## config.mk

```make
export PLATFORM = sky130hd
export DESIGN_NAME = mips_multicycle_ctrl_flat
export DESIGN_NICKNAME = d
export VERILOG_FILES = /design/src/rtl/mips_multicycle_ctrl_pkg.sv /design/src/rtl/mips_multicycle_ctrl_if.sv /design/src/rtl/mips_multicycle_ctrl_alu_decoder.sv /design/src/rtl/mips_multicycle_ctrl.sv /design/src/flat_wrapper.sv
export SDC_FILE = /design/constraint.sdc
export NUM_CORES = 1
export LEC_CHECK = 0
export ABC_AREA = 1
export CAP_MARGIN = 0
export CORE_MARGIN = 1
export CORE_UTILIZATION = 40
export CTS_CLUSTER_SIZE = 20
export DETAILED_ROUTE_END_ITERATION = 10
export PLACE_DENSITY = 0.77
export SLEW_MARGIN = 20
export SYNTH_ARGS = -nofsm -noshare
export SYNTH_HDL_FRONTEND = slang
export SYNTH_SLANG_ARGS = --single-unit
```

## constraint.sdc

```tcl
create_clock -name clk -period 1.6 [get_ports clk]
set_input_delay 0.32 -clock clk [delete_from_list [all_inputs] [get_ports clk]]
set_output_delay 0.32 -clock clk [all_outputs]
set_load 0.01 [all_outputs]
```

## src/rtl/mips_multicycle_ctrl_pkg.sv

```systemverilog
// Shared encodings for the multi-cycle MIPS-subset control path:
// opcodes, functs, ALU operations, mux select codes and FSM states.
package mips_ctrl_pkg;

  localparam logic [5:0] OP_RTYPE = 6'b000000;
  localparam logic [5:0] OP_LW    = 6'b100011;
  localparam logic [5:0] OP_SW    = 6'b101011;
  localparam logic [5:0] OP_ADDI  = 6'b001000;
  localparam logic [5:0] OP_ANDI  = 6'b001100;
  localparam logic [5:0] OP_ORI   = 6'b001101;
  localparam logic [5:0] OP_BEQ   = 6'b000100;
  localparam logic [5:0] OP_J     = 6'b000010;

  localparam logic [5:0] FN_ADD = 6'b100000;
  localparam logic [5:0] FN_SUB = 6'b100010;
  localparam logic [5:0] FN_AND = 6'b100100;
  localparam logic [5:0] FN_OR  = 6'b100101;
  localparam logic [5:0] FN_SLT = 6'b101010;

  localparam logic [2:0] ALU_AND = 3'b000;
  localparam logic [2:0] ALU_OR  = 3'b001;
  localparam logic [2:0] ALU_ADD = 3'b010;
  localparam logic [2:0] ALU_SUB = 3'b110;
  localparam logic [2:0] ALU_SLT = 3'b111;

  localparam logic [1:0] SRCB_B       = 2'd0;
  localparam logic [1:0] SRCB_FOUR    = 2'd1;
  localparam logic [1:0] SRCB_IMM     = 2'd2;
  localparam logic [1:0] SRCB_IMM_SH2 = 2'd3;

  localparam logic [1:0] PCSRC_ALU    = 2'd0;
  localparam logic [1:0] PCSRC_ALUOUT = 2'd1;
  localparam logic [1:0] PCSRC_JUMP   = 2'd2;

  typedef enum logic [3:0] {
    S_FETCH    = 4'd0,
    S_DECODE   = 4'd1,
    S_MEM_ADDR = 4'd2,
    S_MEM_RD   = 4'd3,
    S_MEM_WB   = 4'd4,
    S_MEM_WR   = 4'd5,
    S_R_EXEC   = 4'd6,
    S_R_WB     = 4'd7,
    S_I_EXEC   = 4'd8,
    S_I_WB     = 4'd9,
    S_BRANCH   = 4'd10,
    S_JUMP     = 4'd11
  } state_t;

endpackage

```

## src/rtl/mips_multicycle_ctrl_if.sv

```systemverilog
// Shared instruction/data memory handshake between the controller and memory.
interface mips_multicycle_ctrl_if;
  logic mem_req;
  logic mem_we;
  logic iord;
  logic mem_ack;

  modport master (output mem_req, output mem_we, output iord, input mem_ack);
  modport slave  (input mem_req, input mem_we, input iord, output mem_ack);
endinterface

```

## src/rtl/mips_multicycle_ctrl_alu_decoder.sv

```systemverilog
// R-type funct field to ALU operation; flags functs outside the subset.
module alu_decoder
  import mips_ctrl_pkg::*;
#(
  parameter int unsigned OPW  = 6,
  parameter int unsigned ALUW = 3
) (
  input  logic [OPW-1:0]  funct,
  output logic [ALUW-1:0] alu_op,
  output logic            funct_illegal
);

  // Pure table lookup; unknown functs report AND and raise the flag.
  always_comb begin
    alu_op        = ALU_AND;
    funct_illegal = 1'b0;
    case (funct)
      FN_ADD:  alu_op = ALU_ADD;
      FN_SUB:  alu_op = ALU_SUB;
      FN_AND:  alu_op = ALU_AND;
      FN_OR:   alu_op = ALU_OR;
      FN_SLT:  alu_op = ALU_SLT;
      default: funct_illegal = 1'b1;
    endcase
  end

endmodule

```

## src/rtl/mips_multicycle_ctrl.sv

```systemverilog
// Main control FSM for the multi-cycle MIPS-subset datapath. Moore outputs
// per state, except the memory-completion strobes that follow mem_ack.
module mips_multicycle_ctrl
  import mips_ctrl_pkg::*;
#(
  parameter int unsigned OPW  = 6,
  parameter int unsigned ALUW = 3
) (
  input  logic                  clk,
  input  logic                  reset,
  input  logic [OPW-1:0]        opcode,
  input  logic [OPW-1:0]        funct,
  input  logic                  zero,
  mips_multicycle_ctrl_if.master mem,
  output logic                  ir_write,
  output logic                  pc_write,
  output logic [1:0]            pc_src,
  output logic                  reg_write,
  output logic                  reg_dst,
  output logic                  mem_to_reg,
  output logic                  alu_src_a,
  output logic [1:0]            alu_src_b,
  output logic [ALUW-1:0]       alu_op,
  output logic                  ext_sel,
  output logic                  illegal_op,
  output logic                  retire
);

  state_t          state, next_state;
  logic [ALUW-1:0] r_alu_op;
  logic            funct_illegal;

  alu_decoder #(.OPW(OPW), .ALUW(ALUW)) u_alu_decoder (
    .funct         (funct),
    .alu_op        (r_alu_op),
    .funct_illegal (funct_illegal)
  );

  // State register; reset returns to FETCH.
  always_ff @(posedge clk) begin
    if (reset) state <= S_FETCH;
    else       state <= next_state;
  end

  // Next-state and output decode.
  always_comb begin
    next_state  = state;
    mem.mem_req = 1'b0;
    mem.mem_we  = 1'b0;
    mem.iord    = 1'b0;
    ir_write    = 1'b0;
    pc_write    = 1'b0;
    pc_src      = PCSRC_ALU;
    reg_write   = 1'b0;
    reg_dst     = 1'b0;
    mem_to_reg  = 1'b0;
    alu_src_a   = 1'b0;
    alu_src_b   = SRCB_B;
    alu_op      = ALU_AND;
    ext_sel     = 1'b0;
    illegal_op  = 1'b0;
    retire      = 1'b0;
    case (state)
      S_FETCH: begin
        mem.mem_req = 1'b1;
        alu_src_b   = SRCB_FOUR;
        alu_op      = ALU_ADD;
        ext_sel     = 1'b1;
        if (mem.mem_ack) begin
          ir_write   = 1'b1;
          pc_write   = 1'b1;
          next_state = S_DECODE;
        end
      end
      S_DECODE: begin
        alu_src_b = SRCB_IMM_SH2;
        ext_sel   = 1'b1;
        alu_op    = ALU_ADD;
        case (opcode)
          OP_RTYPE:               next_state = S_R_EXEC;
          OP_LW, OP_SW:           next_state = S_MEM_ADDR;
          OP_ADDI, OP_ANDI, OP_ORI: next_state = S_I_EXEC;
          OP_BEQ:                 next_state = S_BRANCH;
          OP_J:                   next_state = S_JUMP;
          default: begin
            illegal_op = 1'b1;
            next_state = S_FETCH;
          end
        endcase
      end
      S_R_EXEC: begin
        alu_src_a = 1'b1;
        alu_op    = r_alu_op;
        if (funct_illegal) begin
          illegal_op = 1'b1;
          next_state = S_FETCH;
        end else begin
          next_state = S_R_WB;
        end
      end
      S_R_WB: begin
        reg_write  = 1'b1;
        reg_dst    = 1'b1;
        retire     = 1'b1;
        next_state = S_FETCH;
      end
      S_I_EXEC: begin
        alu_src_a  = 1'b1;
        alu_src_b  = SRCB_IMM;
        next_state = S_I_WB;
        case (opcode)
          OP_ANDI: alu_op = ALU_AND;
          OP_ORI:  alu_op = ALU_OR;
          default: begin
            alu_op  = ALU_ADD;
            ext_sel = 1'b1;
          end
        endcase
      end
      S_I_WB: begin
        reg_write  = 1'b1;
        retire     = 1'b1;
        next_state = S_FETCH;
      end
      S_MEM_ADDR: begin
        alu_src_a  = 1'b1;
        alu_src_b  = SRCB_IMM;
        ext_sel    = 1'b1;
        alu_op     = ALU_ADD;
        next_state = (opcode == OP_SW) ? S_MEM_WR : S_MEM_RD;
      end
      S_MEM_RD: begin
        mem.mem_req = 1'b1;
        mem.iord    = 1'b1;
        if (mem.mem_ack) next_state = S_MEM_WB;
      end
      S_MEM_WB: begin
        reg_write  = 1'b1;
        mem_to_reg = 1'b1;
        retire     = 1'b1;
        next_state = S_FETCH;
      end
      S_MEM_WR: begin
        mem.mem_req = 1'b1;
        mem.mem_we  = 1'b1;
        mem.iord    = 1'b1;
        if (mem.mem_ack) begin
          retire     = 1'b1;
          next_state = S_FETCH;
        end
      end
      S_BRANCH: begin
        alu_src_a  = 1'b1;
        alu_op     = ALU_SUB;
        pc_src     = PCSRC_ALUOUT;
        pc_write   = zero;
        retire     = 1'b1;
        next_state = S_FETCH;
      end
      S_JUMP: begin
        pc_src     = PCSRC_JUMP;
        pc_write   = 1'b1;
        retire     = 1'b1;
        next_state = S_FETCH;
      end
      default: next_state = S_FETCH;
    endcase
    // Reset wins even in the cycle it is asserted: no architectural writes
    // or event pulses escape while the state register is being cleared.
    if (reset) begin
      ir_write   = 1'b0;
      pc_write   = 1'b0;
      reg_write  = 1'b0;
      illegal_op = 1'b0;
      retire     = 1'b0;
    end
  end

endmodule

```

## src/flat_wrapper.sv

```systemverilog
// flat-port wrapper written by rule: the top's interface ports become plain ports
module mips_multicycle_ctrl_flat import mips_ctrl_pkg::*;
#(
  parameter int unsigned OPW  = 6,
  parameter int unsigned ALUW = 3
)
  (clk, reset, opcode, funct, zero, ir_write, pc_write, pc_src, reg_write, reg_dst, mem_to_reg, alu_src_a, alu_src_b, alu_op, ext_sel, illegal_op, retire, mem_mem_req, mem_mem_we, mem_iord, mem_mem_ack);
  mips_multicycle_ctrl_if mem_i ();
  input  logic clk;
  input  logic reset;
  input  logic [OPW-1:0] opcode;
  input  logic [OPW-1:0] funct;
  input  logic zero;
  output logic ir_write;
  output logic pc_write;
  output logic [1:0] pc_src;
  output logic reg_write;
  output logic reg_dst;
  output logic mem_to_reg;
  output logic alu_src_a;
  output logic [1:0] alu_src_b;
  output logic [ALUW-1:0] alu_op;
  output logic ext_sel;
  output logic illegal_op;
  output logic retire;
  output wire logic [$bits(mem_i.mem_req)-1:0] mem_mem_req;
  output wire logic [$bits(mem_i.mem_we)-1:0] mem_mem_we;
  output wire logic [$bits(mem_i.iord)-1:0] mem_iord;
  input wire logic [$bits(mem_i.mem_ack)-1:0] mem_mem_ack;
  assign mem_mem_req = mem_i.mem_req;
  assign mem_mem_we = mem_i.mem_we;
  assign mem_iord = mem_i.iord;
  assign mem_i.mem_ack = mem_mem_ack;
  mips_multicycle_ctrl #(.OPW(OPW), .ALUW(ALUW)) u_core (.clk(clk), .reset(reset), .opcode(opcode), .funct(funct), .zero(zero), .mem(mem_i), .ir_write(ir_write), .pc_write(pc_write), .pc_src(pc_src), .reg_write(reg_write), .reg_dst(reg_dst), .mem_to_reg(mem_to_reg), .alu_src_a(alu_src_a), .alu_src_b(alu_src_b), .alu_op(alu_op), .ext_sel(ext_sel), .illegal_op(illegal_op), .retire(retire));
endmodule
```

==> flow_metrics.tcl, run 1 <==
set metrics [dict create \
    status "did not finish" \
    stop_stage "global routing" \
    error "[ERROR DPL-0033] detailed placement checks failed during check placement." \
    endpoint_type "output port" \
    die_h_um 44.1 \
    avgSynthCellArea_um2 5.29 \
    start_util 0.450 \
    ys_seq_area_frac 0.113 \
    clockBufferDepth 2 \
    grt_max_degree 9 \
    port_buffers 34 \
    htree_levels 1 \
    hpwl_um 1920 \
    yosysUniqueCellTypes 23 \
    ctsHoldBuffers 0 \
    ios 35 \
    synth_fp_nets 150 \
    gp_congestion 0.949 \
    clock-root-buffer "clkbuf_4" \
    antenna_found_initial 0 \
    synth_cells 134 \
    die_w_um 44.1 \
    numCtsBuffers 3 \
    synth_area_um2 709 \
    std_cell_rows 14 \
    synth_warnings 0 \
    cts_sinks 4 \
    crit_endpoint "retire" \
    ys_seq_elements 4 \
]
## cells in the mapped netlist (all sizes together)
library cell   number  share of area
nand3b              1          0.011
nor3                1         0.0070
nor2               31           0.23
clkdlybuf4s18       1          0.014
o21ai               7          0.049
nand2              33           0.20
o31ai               1          0.011
a21oi               8          0.062
and2                1         0.0088
a31oi               2          0.018
dfxtp               4           0.11
nand4               4          0.035
inv                27           0.15
or2                 1         0.0088
nand3              12          0.085
## timing repair
action,CTS
pin swaps,15
setup endpoints to repair,19
setup buffers,8
gates resized for setup,128
## cells by family after synthesis
family	synth area share
AO/OA/AOI/OAI	0.139
buffers and inverters	0.160
flip-flops	0.113
AND/OR/NAND/NOR	0.587
## through the flow
stage / utilization / instance area [µm²] / hold WS, ns / cells / setup WS, ns
2_1_floorplan: - / 709 / 0.546 / 134 / 0.163
3_3_place_gp: 0.806 / 1270 / 0.681 / 211 / -0.695
3_5_place_dp: 0.806 / 1270 / 0.699 / 211 / -0.773
4_1_cts: 0.862 / 1360 / 0.579 / 222 / -0.0991
==> run 2, diff against run 1 <==
--- a/config.mk
+++ b/config.mk
@@ -7,11 +7,10 @@
 export LEC_CHECK = 0
 export ABC_AREA = 1
 export CAP_MARGIN = 0
-export CORE_MARGIN = 1
-export CORE_UTILIZATION = 40
-export CTS_CLUSTER_SIZE = 20
+export CORE_AREA = 2 2 63 65
 export DETAILED_ROUTE_END_ITERATION = 10
-export PLACE_DENSITY = 0.77
+export DIE_AREA = 0 0 65 67
+export PLACE_DENSITY_LB_ADDON = 0.15
 export SLEW_MARGIN = 20
 export SYNTH_ARGS = -nofsm -noshare
 export SYNTH_HDL_FRONTEND = slang
==> run 2 against run 1 <==
Net effect:
- the flow now finishes, with violations (negative setup slack)
- synthesized area stayed put
- synthesized cell count stayed put
==> flow_metrics.tcl, run 2 <==
set metrics [dict create \
    worstPathArrival_ns 1.36 \
    drc 0 \
    hpwl_um 2080 \
    top_register "u_core.state" \
    dr.pass1.iters 4 \
    synthAdderAreaFrac 0 \
    yosys.area.top_type_share 0.143 \
    period_needed_ns 1.68 \
    worstSkewPairLatency_ns 0.22 \
    ys_seq_elements 4 \
    skew_ns 0.00416 \
    setup-violations-final 6 \
    cp_max_fo 4 \
    yosys.area.top_type "nand2_1" \
    place_ws_ns -0.781 \
    die_area_um2 4360 \
    worstRegToRegCells 12 \
    period_share 1.05 \
    rsz0062_at_grt "true" \
    drt-total-wl_um 2630 \
    violations "negative setup slack" \
    setup_ws_ns -0.0769 \
    cp.required_ns 1.28 \
    p_leak_nw 0.800 \
    ant_nets 0 \
    pwr_density_cell_nw_per_um2 388 \
    synth_commonest_cells "nand2_1, nor2_1, inv_1" \
    path_class "reg2out" \
    port_buffers 34 \
    fill_cells 413 \
    worst_slew_pin_slew_ns 0.274 \
    synth-edff-count 0 \
    std_cell_rows 22 \
    worst-r2r-setup-slack_ns 0.23 \
    hold_slack_ns 0.650 \
    drv_cap 0 \
    hold_viol_final 0 \
    ctsHoldBuffers 0 \
    clkTransAtPathRegs_ns 0.03 \
    start_util 0.197 \
    fmax_ghz 0.596 \
    track_usage 0.127 \
    die_h_um 67 \
    min_path_type "in2reg" \
    antenna_found_initial 0 \
    cts_tree "done" \
    status "complete, but fails checks" \
    ys_seq_area_frac 0.113 \
    final_common_cell "buf_4" \
    layout-drive-gt1-share 0.569 \
    numCtsBuffers 3 \
    avgRoutedWirePerCell_um 10.1 \
    synthFlopType "dfxtp_1" \
    grt-ovfl-total 0 \
    clockBufferDepth 2 \
    peakVddDrop_uv 153 \
    synth_mux_area_frac 0 \
    grt_max_degree 7 \
    synth.most_common_cell "nand2_1" \
    rr_startpoint "u_core.state[3]$_SDFFE_PP0P_" \
    worstSetupStartpointType "flip-flop" \
    largest_reg_flops 4 \
    dr_total_vias 1090 \
    htree_levels 1 \
    yosysUniqueCellTypes 23 \
    async_flop_share 0 \
    cts_sinks 4 \
    synth_top_family_by_area "simple AND/OR/NAND/NOR gates" \
    final_nets 229 \
    synth_warnings 0 \
    n_antenna_cell 0 \
    r2r-end "u_core.state[2]$_SDFFE_PP0P_" \
    synth_area_leaders "nand2_1, nor2_1, dfxtp_1" \
    synth_area_um2 709 \
    avgSynthCellArea_um2 5.29 \
    drv_slew 0 \
    clock-root-buffer "clkbuf_8" \
    mostFrequentLayoutCells "buf_4, nand2_1, nor2_1, buf_2, inv_1" \
    area_growth_pct 114 \
    die_w_um 65 \
    synth_xor_area_frac 0 \
    grt_pass1_wl_um 4370 \
    crit_start "u_core.state[2]$_SDFFE_PP0P_" \
    crit_end "alu_src_b[1]" \
    endpoint_kind "output pin" \
    drt-initial-drc-count 22 \
    avgViaCountPerCell 4.21 \
    synth_fp_nets 150 \
    ios 35 \
    synth_cells 134 \
    maxSlewHeadroom 0.817 \
    grt_pass1_vias 1035 \
    synth_compound_area_frac 0.139 \
    core_area_um2 3610 \
    gp_congestion 0.791 \
    top_regs "u_core.state: 4 flops" \
    synthSimpleGateAreaFrac 0.587 \
]
[run 2: cell families after synthesis]
| group | count (synthesis) |
|---|---|
| buffers and inverters | 28 |
| and+or+nand+nor | 84 |
| AOI/OAI and AO/OA | 18 |
| DFF | 4 |
[run 2: area by class of cell]
| type | instances | area (µm²) | area share |
|---|---|---|---|
| repair buffers | 75 | 576 | 0.378 |
| inverters | 27 | 114 | 0.0748 |
| flip-flops and latches | 4 | 92.6 | 0.0609 |
| multi-input cells | 102 | 638 | 0.419 |
| well taps | 48 | 60.1 | 0.0395 |
| clock buffers | 3 | 41.3 | 0.0271 |
[run 2: worst max-delay path: stages (launching register included)]
cell and delay (ns):
dfxtp_4 0.39, nor2_4 0.07, buf_6 0.11, buf_6 0.12, nand2_4 0.05, nand2_2 0.06, or2_4 0.23, buf_6 0.12
[run 2: stage by stage]
stage | instance area, µm² | cells | TNS (ns) | power (mW) | util
6_report | 1520 | 259 | -0.344 | 0.590 | 0.422
5_1_grt | 1520 | 259 | -1.07 | 0.627 | 0.422
4_1_cts | 1440 | 253 | -0.358 | 0.575 | 0.399
3_5_place_dp | 1350 | 248 | -6.88 | 0.354 | 0.374
3_3_place_gp | 1350 | 248 | -6.48 | 0.353 | 0.374
2_1_floorplan | 709 | 134 | 0 | 0.212 | -
[run 2: worst min-delay path by stage]
stage                                  from                            to  cells after the start
2_1_floorplan                   mem_mem_ack  u_core.state[2]$_SDFFE_PP0P_                      3
3_3_place_gp   u_core.state[3]$_SDFFE_PP0P_  u_core.state[3]$_SDFFE_PP0P_                      4
3_5_place_dp   u_core.state[3]$_SDFFE_PP0P_  u_core.state[3]$_SDFFE_PP0P_                      4
4_1_cts        u_core.state[1]$_SDFFE_PP0P_  u_core.state[3]$_SDFFE_PP0P_                      3
5_1_grt                           opcode[2]  u_core.state[2]$_SDFFE_PP0P_                      6
6_report                          opcode[2]  u_core.state[2]$_SDFFE_PP0P_                      6
[run 2: power breakdown]
| group | total, mW | internal, mW | leakage (nW) | switching [mW] |
|---|---|---|---|---|
| combinational | 0.260 | 0.134 | 0.743 | 0.126 |
| clock | 0.217 | 0.161 | 0.0216 | 0.0567 |
| sequential | 0.113 | 0.102 | 0.0352 | 0.0101 |
| total | 0.590 | 0.397 | 0.800 | 0.193 |
[run 2: metal layers]
metal	up-vias	global-route usage	share of wire
li1	581	-	-
met1	488	0.157	0.45
met2	19	0.224	0.52
met3	2	0.0152	0.025
met4	0	0.0479	0.0072
met5	-	0	0
[run 2: timing repair]
action,CTS,global route
buffers inserted,2,6
cloned,0,0
setup endpoints to repair,19,18
pin swaps,10,13
resized for setup,122,40
No activity file was read; power rests on OpenSTA's default activity.
==> run 3, diff against run 2 <==
--- a/config.mk
+++ b/config.mk
@@ -10,6 +10,7 @@
 export CORE_AREA = 2 2 63 65
 export DETAILED_ROUTE_END_ITERATION = 10
 export DIE_AREA = 0 0 65 67
+export GPL_TIMING_DRIVEN = 0
 export PLACE_DENSITY_LB_ADDON = 0.15
 export SLEW_MARGIN = 20
 export SYNTH_ARGS = -nofsm -noshare
==> run 3 against run 2 <==
Net effect:
- the run still ends with negative setup slack left
- total power shrank 7.7%
- hold slack lost 0.053 ns
- final cell count shrank 8.9%
- clock-buffer cell count is the same
- combinational power shrank 15%
- non-clock buffer count shrank 23
- critical path depth is the same
- sequential share of layout area grew 0.78 points
- setup slack lost 0.0022 ns
==> flow_metrics.tcl, run 3 (same netlist as run 2, synthesis figures left out) <==
set metrics [dict create \
    hpwl_um 1830 \
    ant_nets 0 \
    rr_startpoint "u_core.state[1]$_SDFFE_PP0P_" \
    area_growth_pct 95.2 \
    top_regs "u_core.state: 4 flops" \
    worst-r2r-setup-slack_ns 0.03 \
    final_nets 206 \
    start_util 0.197 \
    numCtsBuffers 3 \
    path_class "reg2out" \
    clockBufferDepth 2 \
    violations "negative setup slack" \
    grt_max_degree 9 \
    status "complete, but fails checks" \
    placedCellCount 215 \
    drv_cap 0 \
    core_area_um2 3610 \
    crit_family "flip-flops" \
    dr.pass1.iters 4 \
    cts_tree "done" \
    worstPathArrival_ns 1.36 \
    max_stage_delay_ns 0.39 \
    htree_levels 1 \
    top_register "u_core.state" \
    clock-root-buffer "clkbuf_8" \
    grt_pass1_wl_um 4080 \
    avgRoutedWirePerCell_um 10.4 \
    cp.required_ns 1.28 \
    p_leak_nw 0.710 \
    total_power_mw 0.544 \
    avgViaCountPerCell 4.30 \
    r2r-end "u_core.state[0]$_SDFFE_PP0P_" \
    die_area_um2 4360 \
    worstRegToRegCells 12 \
    n_antenna_cell 0 \
    die_w_um 65 \
    worstSkewPairLatency_ns 0.21 \
    port_buffers 33 \
    skew_ns 0.00152 \
    slowest_stage "dfxtp_4" \
    cp_max_fo 6 \
    setup_ws_ns -0.0791 \
    drc 0 \
    setup-violations-final 8 \
    largest_reg_flops 4 \
    crit_end "illegal_op" \
    finalSetupTns_ns -0.235 \
    fin_cells 236 \
    grt-ovfl-total 0 \
    hold_viol_final 0 \
    mostFrequentLayoutCells "nand2_1, buf_4, nor2_1, buf_2, inv_1" \
    critPathBufInv 3 \
    fmax_ghz 0.596 \
    drv_slew 0 \
    period_needed_ns 1.68 \
    final_common_cell "nand2_1" \
    endpoint_kind "output pin" \
    drt-initial-drc-count 40 \
    pwr_density_cell_nw_per_um2 393 \
    cts_sinks 4 \
    maxSlewHeadroom 0.784 \
    cp.depth 7 \
    drt-total-wl_um 2450 \
    dr_total_vias 1015 \
    period_share 1.05 \
    hold_slack_ns 0.597 \
    std_cell_rows 22 \
    layout-drive-gt1-share 0.537 \
    die_h_um 67 \
    peakVddDrop_uv 176 \
    clkTransAtPathRegs_ns 0.03 \
    ios 35 \
    rsz0062_at_grt "true" \
    crit_start "u_core.state[1]$_SDFFE_PP0P_" \
    min_path_type "in2reg" \
    track_usage 0.117 \
    final_core_util 0.384 \
    ctsHoldBuffers 0 \
    antenna_found_initial 0 \
    cp_cell_sequence "inv_6 -> nor2_4 -> inv_4 -> nor2_8 -> nand3_2 -> a21oi_2 -> buf_2" \
    worstSetupStartpointType "flip-flop" \
    worst_slew_pin_slew_ns 0.324 \
    grt_pass1_vias 960 \
    gp_congestion 0.850 \
]
==> run 3: changes by cell type in the layout (fill, tap and decap cells not counted), sizes merged <==
cell           change
clkbuf             -2
clkdlybuf4s18      +1
buf               -26
clkdlybuf4s15      +1
dlygate4sd2        +2
dlymetal6s2s       +1
==> run 3: worst min-delay path by stage <==
stage                                       from                            to  slack, ns  depth (start not counted)
floorplan                            mem_mem_ack  u_core.state[2]$_SDFFE_PP0P_       0.55                          3
global placement    u_core.state[3]$_SDFFE_PP0P_  u_core.state[3]$_SDFFE_PP0P_       0.72                          4
detailed placement  u_core.state[3]$_SDFFE_PP0P_  u_core.state[3]$_SDFFE_PP0P_       0.72                          4
CTS                                        reset  u_core.state[2]$_SDFFE_PP0P_       0.60                          2
global route                               reset  u_core.state[3]$_SDFFE_PP0P_       0.63                          2
finish                                     reset  u_core.state[3]$_SDFFE_PP0P_       0.60                          2
==> run 3: layout make-up <==
cell class              count  area, µm²
fillers                   395       2220
multi-input cells         102        668
repair buffers             51        392
inverters                  27        119
flip-flops and latches      4       95.1
well taps                  48       60.1
clock buffers               3       41.3
plain buffers               1       10.0
==> run 3: routing by layer <==
layer  routed length, µm  global-route usage  vias up
met5                   0                   0        -
met4                  19              0.0372        0
met3                  84              0.0118        2
met2                1280               0.211       22
met1                1070               0.146      459
li1                    -                   -      532
==> run 3: metrics by stage <==
step / instance area [µm²] / worst slack, ns
floorplan: 709 / 0.163
global placement: 1100 / -0.775
detailed placement: 1100 / -0.786
CTS: 1280 / -0.0939
global route: 1390 / -0.154
finish: 1390 / -0.0791
==> run 3: power by group <==
group / internal, mW / switching, mW / leakage (nW) / total (mW)
Clock: 0.160 / 0.0507 / 0.0216 / 0.211
Combinational: 0.100 / 0.120 / 0.652 / 0.220
Sequential: 0.101 / 0.0118 / 0.0355 / 0.113
Total: 0.362 / 0.183 / 0.710 / 0.544
==> run 3: what timing repair did <==
item	in CTS	in global routing
resized for setup	121	34
pin swaps	13	14
setup buffers	13	5
setup endpoints to repair	19	17
